### config.mk
export PLATFORM = sky130hd
export DESIGN_NAME = zigbee_chip_spreader
export DESIGN_NICKNAME = d
export VERILOG_FILES = /design/src/rtl/zigbee_pkg.sv /design/src/rtl/zigbee_chip_timer.sv /design/src/rtl/zigbee_chip_spreader.sv
export SDC_FILE = /design/constraint.sdc
export NUM_CORES = 1
export LEC_CHECK = 0
export ABC_AREA = 1
export BUFFER_PORTS_ARGS = -buffer_cell sky130_fd_sc_hd__buf_2
export CAP_MARGIN = 20
export CORE_MARGIN = 2
export CORE_UTILIZATION = 57
export CTS_BUF_LIST = sky130_fd_sc_hd__clkbuf_2
export DETAILED_ROUTE_END_ITERATION = 8
export PLACE_DENSITY_LB_ADDON = 0.15
export SETUP_SLACK_MARGIN = 0.5
export SYNTH_ARGS = -nofsm -noshare
export SYNTH_HDL_FRONTEND = slang
export SYNTH_HIERARCHICAL = 1
export SYNTH_SLANG_ARGS = --single-unit
### constraint.sdc
create_clock -name inClock -period 3.1 [get_ports inClock]
set_clock_uncertainty 0.1 [all_clocks]
set_input_delay 0.465 -clock inClock [delete_from_list [all_inputs] [get_ports inClock]]
set_output_delay 0.465 -clock inClock [all_outputs]
set_load 0.005 [all_outputs]
### src/rtl/zigbee_pkg.sv
// Shared types and the 802.15.4 2.4 GHz symbol-to-chip map for the chip spreader.
package zigbee_pkg;

    localparam int CHIPS_PER_SYMBOL = 32;
    localparam int SYM_W            = 4;

    typedef logic [CHIPS_PER_SYMBOL-1:0] chip_seq_t;

    // Literal reads chip 0 first, so chip 0 is the MSB here; chip_lut returns bit n = chip n.
    localparam chip_seq_t SYM0_CHIPS = 32'b1101_1001_1100_0011_0101_0010_0010_1110;

    typedef enum logic {IDLE, SHIFT} state_t;

    function automatic chip_seq_t chip_lut(input logic [SYM_W-1:0] sym);
        chip_seq_t  seq;
        logic [4:0] src;
        seq = '0;
        for (int n = 0; n < CHIPS_PER_SYMBOL; n++) begin
            src    = 5'(n) - {sym[2:0], 2'b00};
            seq[n] = SYM0_CHIPS[~src] ^ (sym[3] & n[0]);
        end
        return seq;
    endfunction

endpackage

### src/rtl/zigbee_chip_timer.sv
// Chip-period divider and chip index counter; flags the first and last cycle of each chip.
module zigbee_chip_timer #(
    parameter int CHIP_DIV = 25,
    parameter int DIV_W    = 5
) (
    input  logic       clk,
    input  logic       rst,
    input  logic       clear,
    input  logic       run,
    output logic       strobe,
    output logic       chip_end,
    output logic       last_chip,
    output logic [4:0] chip_idx
);

    logic [DIV_W-1:0] div_cnt;
    logic             div_end;

    assign div_end   = (div_cnt == DIV_W'(CHIP_DIV - 1));
    assign strobe    = run & (div_cnt == '0);
    assign chip_end  = run & div_end;
    assign last_chip = (chip_idx == 5'd31);

    always_ff @(posedge clk or posedge rst) begin
        if (rst) begin
            div_cnt  <= '0;
            chip_idx <= '0;
        end else if (clear) begin
            div_cnt  <= '0;
            chip_idx <= '0;
        end else if (run) begin
            if (div_end) begin
                div_cnt  <= '0;
                chip_idx <= chip_idx + 5'd1;
            end else begin
                div_cnt  <= div_cnt + DIV_W'(1);
            end
        end
    end

endmodule

### src/rtl/zigbee_chip_spreader.sv
// Pops 4-bit symbols from the TX FIFO and serialises each as its 32-chip PN sequence
// at the chip rate, with a one-deep prefetch so back-to-back symbols are gapless.
import zigbee_pkg::*;

module zigbee_chip_spreader #(
    parameter int CHIP_DIV = 25,
    parameter int DIV_W    = 5
) (
    input  logic       inClock,
    input  logic       inReset,
    input  logic       inEnable,
    input  logic       inFifoEmpty,
    input  logic [3:0] inFifoData,
    output logic       outFifoReadEnable,
    output logic       outChip,
    output logic       outChipStrobe,
    output logic       outChipIQ,
    output logic       outChipValid,
    output logic       outSymbolDone,
    output logic       outUnderrun
);

    state_t           state;
    chip_seq_t        chip_seq;
    logic [SYM_W-1:0] next_sym;
    logic             next_valid;
    logic             capture;
    logic             strobe, chip_end, last_chip;
    logic [4:0]       chip_idx;
    logic             in_shift, boundary, avail, load, fetch;
    logic [SYM_W-1:0] load_sym;

    assign in_shift = (state == SHIFT);
    assign boundary = chip_end & last_chip;
    // A symbol landing from the FIFO on the boundary cycle is used directly.
    assign avail    = next_valid | capture;
    assign load     = ((state == IDLE) & next_valid) | (boundary & avail);
    assign load_sym = next_valid ? next_sym : inFifoData;
    assign fetch    = ~next_valid & ~outFifoReadEnable & ~capture & ~inFifoEmpty & inEnable;

    zigbee_chip_timer #(.CHIP_DIV(CHIP_DIV), .DIV_W(DIV_W)) u_timer (
        .clk       (inClock),
        .rst       (inReset),
        .clear     (load),
        .run       (in_shift),
        .strobe    (strobe),
        .chip_end  (chip_end),
        .last_chip (last_chip),
        .chip_idx  (chip_idx)
    );

    always_ff @(posedge inClock or posedge inReset) begin
        if (inReset) begin
            state             <= IDLE;
            chip_seq          <= '0;
            next_sym          <= '0;
            next_valid        <= 1'b0;
            capture           <= 1'b0;
            outFifoReadEnable <= 1'b0;
        end else begin
            outFifoReadEnable <= fetch;
            capture           <= outFifoReadEnable;
            if (capture) begin
                next_sym   <= inFifoData;
                next_valid <= 1'b1;
            end
            if (load) begin
                chip_seq   <= chip_lut(load_sym);
                next_valid <= 1'b0;
            end
            case (state)
                IDLE:    if (next_valid) state <= SHIFT;
                SHIFT:   if (boundary && !avail) state <= IDLE;
                default: state <= IDLE;
            endcase
        end
    end

    assign outChipValid  = in_shift;
    assign outChip       = in_shift & chip_seq[chip_idx];
    assign outChipIQ     = in_shift & chip_idx[0];
    assign outChipStrobe = strobe;
    assign outSymbolDone = boundary;
    assign outUnderrun   = boundary & ~avail & inEnable;

endmodule

==> metrics list <==
* Post-DP Area: 3100 sq um
- Sum of overflow across all layers after global routing: 0
- When the netlist entered floorplanning its net count stood at 429.
* Slowest-stage cell, CP: sky130_fd_sc_hd__dfrtp_2
* Syn. warnings: 22
* Root Buffer Master: sky130_fd_sc_hd__clkbuf_2
- Across the run, the number of max-cap violations was 0.
* PnR worst setup slack: 0.631 ns
- The repair_antennas step left the layout with diodes totalling 0.
* Clock buffers created by TritonCTS: 5
- Number of antenna violations at the first check in global routing: 0
* Data required time of the critical path: 2.53 ns
- The count of endpoints failing hold in the final timing report is 0.
- Final min period: 2.47 ns
* Gate Count Post-Synth: 412
- In this run the horizontal extent of the chip is 76.3 microns.
- In this run the cell area of the synthesized design comes to 2980 sq um.
* Final weighted congestion in routability-driven placement: 0.816
- Once layout is complete, the utilization of the core stands at 64.7%.
- The finished layout holds 505 standard cells, fillers aside.
- The first global-routing pass estimated 11.9 mm of wire.
* Number of max-slew violations in the final report: 0
* Flop-to-flop setup slack: 0.89 ns
- In this run the worst path has a maximum fanout of 7.
* Quantity of I/O buffers inserted on ports: 14
* Area added between synthesis and finish: 10.2%
* Latest clock arrival within the worst-skew pair: 0.43 ns
* Post-synth cell types: 31
- Maximum level of the CTS H-tree: 2
- The top cell type by area accounts for 42.0% of the synthesized area.
- The layout has 466 filler cells.
* Total Power Consumption: 3.28 mW
* Highest cell delay on the worst timing path: 0.50 ns
* Standard-cell row count: 26
- Post-DP HPWL: 4.91 mm
- Setup violations remaining at the end of the flow were counted as 0.
- Walking the worst path, the cells encountered are buf_4, clkinvlp_4, nand2_1, nand3_1, nand3_1, nand2_1, nand2_1, nand3_1, nand2_1, nor2_1, buf_2.
- Total Die Area: 5830 sq um
- For the pin with the worst max-slew slack, the measured transition is 0.508 ns.
* Crit path max-delay family: simple AND/OR/NAND/NOR gates
- In this run the standard cell core region covers 5070 sq um.
- Post-Place Cells: 488
* Summed area of non-filler cells in the final layout: 3290 sq um
* Number of clock sinks: 50
- Share of the clock period used by the worst path after layout: 79.6%
- Total via count in the routed design: 2,785
* Worst hold slack: 0.0499 ns
- The run finished with clean final reports.
* IO Count: 15
- Count of TritonRoute iterations in the first routing pass: 5
* Aggregate negative setup slack: 0 ns
- After clock tree synthesis, the clock-pin slew on the worst setup and hold paths is 0.25 ns.
* Achievable clock frequency: 0.405 GHz
- OpenSTA, run right after detailed placement, puts the worst setup slack at 0.782 ns.
* Buffers & Inverters on Critical Path: 3
* Class of the most critical setup path: reg -> out
- Total Wirelength: 7.00 mm
- # nets final: 451
* RSZ-0062 raised after global routing: yes
- Synthesis inferred 50 register bits.
* Count of unresolved DRC violations after routing: 0
- Worst max-slew margin expressed relative to the limit: 66.1%
- Avg WL per Cell: 13.9 microns
- Endpoint type of the worst setup path: primary output
* Signal arrival time at the worst endpoint: 1.90 ns
* Initial DRC count: 254
* Type of the worst min-delay path: in -> reg
- Maximum number of pins on one net before global-route repair: 41
- Die Ht: 76.3 microns
- Once the floorplan was initialized, standard cells occupied 58.8% of the core.
- Fraction of final layout cells with drive strength greater than 1: 16.8%
- Ranked by total cell area, the synthesized netlist is headed by sky130_fd_sc_hd__dfrtp_1 (42%), sky130_fd_sc_hd__nand2_1 (19%), sky130_fd_sc_hd__nand3_1 (9.7%), sky130_fd_sc_hd__inv_1 (4.3%), sky130_fd_sc_hd__ha_1 (3.8%).
* Clock buffer depth: 2
- Commonest non-fill, non-tap cells in the layout: sky130_fd_sc_hd__nand2_1 (151), sky130_fd_sc_hd__nand3_1 (54), sky130_fd_sc_hd__dfrtp_1 (47)
- TritonCTS built the clock tree.
- Crit path top cell by count: sky130_fd_sc_hd__nand2_1
- Leading cell type in the layout, fill and taps excluded: sky130_fd_sc_hd__nand2_1
- In this run the static leakage power is 1.74 nW.
- Dividing total power by cell area gives a power density of 998 nW/um^2.
- VDD IR-drop max: 0.570 mV
- Synth Area per Inst: 7.24 sq um
* Critical Path Start Type: flip-flop
* Vias in the first global route: 2,512
- Drt via density: 5.51
* Final antenna-violating net count: 0
- The largest total area in the synthesized netlist belongs to sky130_fd_sc_hd__dfrtp_1.
- Summing the sequential cell areas from Yosys gives 42.0% of the chip area.
* Total routing resource utilization after global routing: 25.4%
-- cell type report --
cell class                 count  area, sq um  share of cell area (%)
timing repair buffer          26          170                    5.18
inverter                      41          163                    4.95
timing repair inverter         1         7.51                   0.228
tap                           70         87.6                    2.67
sequential                    50         1250                    38.2
multi-input combinational    309         1540                    46.8
clock inverter                 1         30.0                   0.914
clock buffer                   7         35.0                    1.07
-- layer usage --
layer,part of all wire [%],track usage [%],vias up
met5,0,0,-
met4,1.1,7.64,0
met3,7.3,5.69,6
met2,45,37.0,98
met1,47,37.9,1312
li1,-,-,1369
-- flip-flops by register name, summed over array words and instances (netlist names) --
register           flops
chip_seq              32
u_timer/chip_idx       5
u_timer/div_cnt        5
next_sym               4
capture                1
next_valid             1
outChipValid           1
outFifoReadEnable      1
-- power breakdown --
part / leakage [nW] / total, mW / internal, mW / switching, mW
clock network: 0.0432 / 0.354 / 0.143 / 0.211
logic: 1.14 / 1.86 / 0.652 / 1.20
registers: 0.559 / 1.07 / 0.875 / 0.192
-- cells by family (layout without fill, tap and decap cells) --
family          after synthesis  count (layout)  synth area share (%)
xor+xnor                      3               3                 0.881
fa+ha+maj                     9               9                  3.78
compound gates               40              40                  8.48
buf+inv                      53              76                  7.55
flops                        50              50                  42.0
simple gates                257             257                  37.3
-- worst reg2reg max path, cell delays in order, from the launching register on --
cell and delay, ns:
sky130_fd_sc_hd__dfrtp_2 0.49, sky130_fd_sc_hd__inv_1 0.07, sky130_fd_sc_hd__ha_1 0.18, sky130_fd_sc_hd__nand3_2 0.13, sky130_fd_sc_hd__nor2_4 0.17, sky130_fd_sc_hd__nand2_2 0.11
sky130_fd_sc_hd__a21oi_4 0.29, sky130_fd_sc_hd__buf_4 0.30, sky130_fd_sc_hd__nand2_1 0.11, sky130_fd_sc_hd__inv_1 0.09, sky130_fd_sc_hd__a22oi_1 0.07
-- worst paths after layout --
check                                          from            endpoint  cells after the start
worst max-delay path            u_timer/chip_idx[0]             outChip                     11
worst min-delay path                    inFifoEmpty   outFifoReadEnable                      2
worst max register to register   u_timer/div_cnt[0]         chip_seq[6]                     10
worst min register to register    outFifoReadEnable             capture                      0
max in group asynchronous                   inReset        chip_seq[19]                      4
min in group asynchronous                   inReset  u_timer/div_cnt[2]                      3
-- cells in the mapped netlist --
library cell                 n
sky130_fd_sc_hd__nand2_2     9
sky130_fd_sc_hd__a21oi_4     1
sky130_fd_sc_hd__inv_2       5
sky130_fd_sc_hd__inv_4       2
sky130_fd_sc_hd__o21ai_2     2
sky130_fd_sc_hd__dfrtp_1    50
sky130_fd_sc_hd__o21ai_0     7
sky130_fd_sc_hd__a21oi_1     7
sky130_fd_sc_hd__a22oi_1     2
sky130_fd_sc_hd__o21a_1      1
sky130_fd_sc_hd__buf_2      11
sky130_fd_sc_hd__nor2_1     23
sky130_fd_sc_hd__a31oi_1     7
sky130_fd_sc_hd__nand2_4     3
sky130_fd_sc_hd__ha_1        9
sky130_fd_sc_hd__buf_6       1
sky130_fd_sc_hd__nand3_2     1
sky130_fd_sc_hd__o21ai_4     1
sky130_fd_sc_hd__o21bai_1    1
sky130_fd_sc_hd__nand4_1     3
sky130_fd_sc_hd__o21ai_1    10
sky130_fd_sc_hd__inv_1      34
sky130_fd_sc_hd__nor2_2      2
sky130_fd_sc_hd__nand3_1    58
sky130_fd_sc_hd__a22o_1      1
sky130_fd_sc_hd__nor2_4      1
sky130_fd_sc_hd__nor4_1      1
sky130_fd_sc_hd__xnor2_1     1
sky130_fd_sc_hd__nand2_1   154
sky130_fd_sc_hd__nor3_1      2
sky130_fd_sc_hd__xor2_1      2
-- repair_timing --
item                                    CTS  global route
hold buffers                              1             0
gates cloned                              0             1
buffers inserted                          0             7
endpoints found under the setup margin    1             3
gates resized for setup                   1            14
pin swaps                                 0             6
endpoints found under the hold margin    10             0
Note: power is estimated with default switching activity, not from simulation.
